==> src/rtl/sipo_receiver.sv <==
// Serial-in, parallel-out receiver: assembles LSB-first words and offers them through a
// single-entry valid/ready holding register. Define SIPO_PARITY_EN to add a trailing even-parity bit.
module sipo_receiver #(
  parameter int unsigned WIDTH = 8
) (
  input  logic             clk,
  input  logic             rst_n,
  input  logic             serial_in,
  input  logic             serial_valid,
  input  logic             frame_start,
  output logic [WIDTH-1:0] data_out,
  output logic             data_valid,
  input  logic             data_ready,
  output logic             overrun,
  input  logic             overrun_clr,
  output logic             busy,
  output logic             parity_err
);

`ifdef SIPO_PARITY_EN
  localparam int unsigned FRAME = WIDTH + 1;
  localparam int unsigned SHW   = WIDTH;
`else
  // Without parity the last data bit is taken straight from serial_in, so only WIDTH-1 bits are stored.
  localparam int unsigned FRAME = WIDTH;
  localparam int unsigned SHW   = WIDTH - 1;
`endif
  localparam int unsigned CW = $clog2(WIDTH + 1);
  localparam logic [CW-1:0] LAST = CW'(FRAME - 1);

  typedef enum logic { IDLE, RECV }  rx_state_t;
  typedef enum logic { EMPTY, FULL } hold_state_t;

  rx_state_t        rx_state;
  hold_state_t      hold;
  logic [SHW-1:0]   sh;
  logic [SHW-1:0]   sh_shifted;
  logic [CW-1:0]    cnt;
  logic [WIDTH-1:0] word;
  logic             word_perr;
  logic             complete;
  logic             drain;

  always_comb begin
    sh_shifted = SHW'({serial_in, sh} >> 1);
    complete   = serial_valid && !frame_start && (rx_state == RECV) && (cnt == LAST);
    drain      = (hold == FULL) && data_ready;
`ifdef SIPO_PARITY_EN
    word       = sh;
    word_perr  = ^{serial_in, sh};
`else
    word       = {serial_in, sh};
    word_perr  = 1'b0;
`endif
  end

  always_ff @(posedge clk) begin
    if (!rst_n) begin
      sh         <= '0;
      cnt        <= '0;
      rx_state   <= IDLE;
      hold       <= EMPTY;
      data_out   <= '0;
      data_valid <= 1'b0;
      overrun    <= 1'b0;
      busy       <= 1'b0;
      parity_err <= 1'b0;
    end else begin
      if (serial_valid) begin
        if (frame_start) begin
          // Stale bits of a discarded partial word are flushed out before the new word completes.
          sh       <= sh_shifted;
          cnt      <= CW'(1);
          rx_state <= RECV;
          busy     <= 1'b1;
        end else if (complete) begin
          cnt      <= '0;
          rx_state <= IDLE;
          busy     <= 1'b0;
        end else begin
          sh       <= sh_shifted;
          cnt      <= cnt + CW'(1);
          rx_state <= RECV;
          busy     <= 1'b1;
        end
      end

      if (overrun_clr)
        overrun <= 1'b0;

      // A fresh overrun is assigned after the clear so that it takes priority.
      if (complete) begin
        if ((hold == EMPTY) || drain) begin
          data_out   <= word;
          parity_err <= word_perr;
          hold       <= FULL;
          data_valid <= 1'b1;
        end else begin
          overrun    <= 1'b1;
        end
      end else if (drain) begin
        hold       <= EMPTY;
        data_valid <= 1'b0;
      end
    end
  end

endmodule

==> config.mk <==
export PLATFORM = sky130hd
export DESIGN_NAME = sipo_receiver
export DESIGN_NICKNAME = d
export VERILOG_FILES = /design/src/rtl/sipo_receiver.sv
export SDC_FILE = /design/constraint.sdc
export NUM_CORES = 1
export LEC_CHECK = 0
export CORE_MARGIN = 2
export CORE_UTILIZATION = 40
export DETAILED_ROUTE_END_ITERATION = 10
export PLACE_DENSITY_LB_ADDON = 0.3
export SYNTH_ARGS = -nofsm -noshare
export SYNTH_HDL_FRONTEND = slang
export SYNTH_SLANG_ARGS = --single-unit
==> constraint.sdc <==
create_clock -name clk -period 2.35 [get_ports clk]
set_clock_uncertainty 0.15 [all_clocks]
set_input_delay 0.5875 -clock clk [delete_from_list [all_inputs] [get_ports clk]]
set_output_delay 0.5875 -clock clk [all_outputs]
set_load 0.02 [all_outputs]
==> reports/qor.yml <==
outcome: "completed"
hold_path.class: "flip-flop to flip-flop"
finalMaxSlewViolations: 0
min_period_over_period: 0.862
start_util: 0.429
worstSetupEndpointType: "primary output"
yosys_warnings: 0
synth_edf_count: 0
grt_usage: 0.130
clk_latency_ns: 0.30
area_growth_pct: 20.1
post_cts_buffers: 0
fp.dieArea_um2: 3140
required_ns: 1.61
cp_cell_sequence: "clkdlybuf4s50_1"
register_area_um2: 440
cts-htree-levels: 1
drtAntennaViolNets: 0
netlist_area_um2: 1080
cts_tree: "yes"
p_leak_nw: 0.421
root_buffer: "clkbuf_4"
drive_gt1_frac: 0.0597
die_x_um: 56.0
diodes: 0
port_buffers: 17
criticalPathCategory: "flip-flop to primary output"
cts_buffer_depth: 2
arrival_ns: 1.29
synthSimpleGateAreaFrac: 0.277
cpMaxStageDelayCell: "clkdlybuf4s50_1"
grt_start_max_net_pins: 52
grt.overflow.total: 0
yosysMostFrequentCell: "dfxtp_1"
io_pins: 19
place_inst: 161
ys_ff_latch: 22
nNetsFinal: 144
setup_tns_ns: 0
fmax_ghz: 0.494
drt_pass1_iterations: 4
synth_top_family_by_area: "simple AND/OR/NAND/NOR gates"
path_clk_slew_ns: 0.12
postLayoutCoreUtil: 0.515
rows: 18
route.met2.wl_um: 956
finalSetupViolations: 0
max_stage_delay_ns: 0.61
synth-main-ff-cell: "dfxtp_1"
synthCells: 121
drt_iter0_markers: 35
vdd_drop_max_mv: 0.320
async_flop_share: 0
gp_congestion: 0.791
grt_pass1_wl_mm: 3.29
powerDensity_nw_per_um2: 478
wl_met3_um: 119
drc: 0
core_area_um2: 2520
finalNonFillerCells: 164
synthTopCellsByArea: "dfxtp_1 41%, mux2i_1 8.3%, nand2_1 5.9%, and4_1 5.7%, nand4b_1 4.9%"
synth_top_cell_by_area: "dfxtp_1"
synthMuxAreaShare: 0.0832
cts_sinks: 22
critPathLaunchType: "flip-flop"
hold_buffers: 0
rsz0062_at_grt: "no"
crit_buf_inv: 1
fp.dieH_um: 56.0
synth_fa_ha_area_frac: 0.0116
cpLargestDelayFamily: "buffers and inverters"
syn-num-nets: 129
numCtsBuffers: 3
num_vias: 932
dp_hpwl_mm: 1.38
routed.top_layer: "met4"
synth_xor_area_frac: 0
synth_top_area_frac: 0.407
syn_area_per_cell_um2: 8.94
hold_violations: 0
ys_seq_area_frac: 0.407
wl_met1_um: 996
synth_compound_area_frac: 0.156
multi_input_comb_area_um2: 576
wl_per_cell_um: 12.7
routed_wirelength_mm: 2.08
worstPathMaxFanout: 3
grt_pass1_vias: 724
antenna_found_initial: 0
max_cap_viol_count: 0
synth_commonest_cells: "22 x dfxtp_1, 17 x nand2_1, 9 x mux2i_1, 9 x nand3_1"
cts_resized: 0
via_per_inst: 5.68
fillCellCount: 237
synth_cell_types: 29
post-route-min-period_ns: 2.03
[per-stage QoR]
step	area (um^2)	total power, mW	hold slack, ns	setup slack (ns)
6_report	1300	0.622	0.315	0.324
4_1_cts	1300	0.629	0.317	0.312
3_5_place_dp	1280	0.461	0.301	0.166
5_1_grt	1300	0.653	0.330	0.274
3_3_place_gp	1280	0.459	0.291	0.265
2_1_floorplan	1080	0.435	0.301	0.704
[final timing paths]
kind               startpoint           to  slack (ns)  cells after the start
setup reg to reg       cnt[0]        sh[6]        0.51                      5
setup / recovery     rx_state         busy        0.32                      1
hold / removal    data_out[2]  data_out[2]        0.32                      2
hold reg to reg   data_out[2]  data_out[2]        0.32                      2
[metal layers]
| metal | up-vias | GRT usage |
|---|---|---|
| met5 | - | 0 |
| met4 | 0 | 0.0612 |
| met3 | 2 | 0.0256 |
| met2 | 25 | 0.198 |
| met1 | 429 | 0.175 |
| li1 | 476 | - |
[registers in the layout, summed over array words and instances, names as in the netlist]
name,cells
data_out,8
sh,7
cnt,4
hold,1
overrun,1
rx_state,1
[where the power goes]
group / internal [mW] / switching [mW]
logic: 0.0293 / 0.0339
registers: 0.381 / 0.00880
clock network: 0.0598 / 0.109
total: 0.470 / 0.152
[placed cells by master, fill, tap and decap left out, drive strengths merged, types with 2 or more instances in the layout]
| cell | count |
|---|---|
| nand2 | 17 |
| a31oi | 7 |
| o21ai | 4 |
| clkdlybuf4s50 | 17 |
| mux2i | 9 |
| clkbuf | 3 |
| dfxtp | 22 |
| nor2b | 4 |
| nand4b | 6 |
| nand3 | 9 |
| nand3b | 2 |
| nand2b | 2 |
| and4 | 7 |
| o211ai | 6 |
| buf | 5 |
| a21boi | 3 |
| a21oi | 2 |
[tightest hold or removal path: cells and delay by family, from the launching register on]
kind / cells / cell delay, ns
muxes: 1 / 0.05
DFF: 1 / 0.32
and+or+nand+nor: 1 / 0.05
[cell families after synthesis]
logic type | count (synthesis)
AOI/OAI and AO/OA | 25
adders and majority gates | 1
buffers and inverters | 13
DFF | 22
muxes | 9
other | 1
and+or+nand+nor | 50
[cell type report]
class	instances	share of cell area
well taps	30	0.0289
multi-input cells	86	0.443
flip-flops and latches	22	0.339
inverters	1	0.00289
repair buffers	22	0.169
clock buffers	3	0.0173
Power figures use the tool's default switching activity.
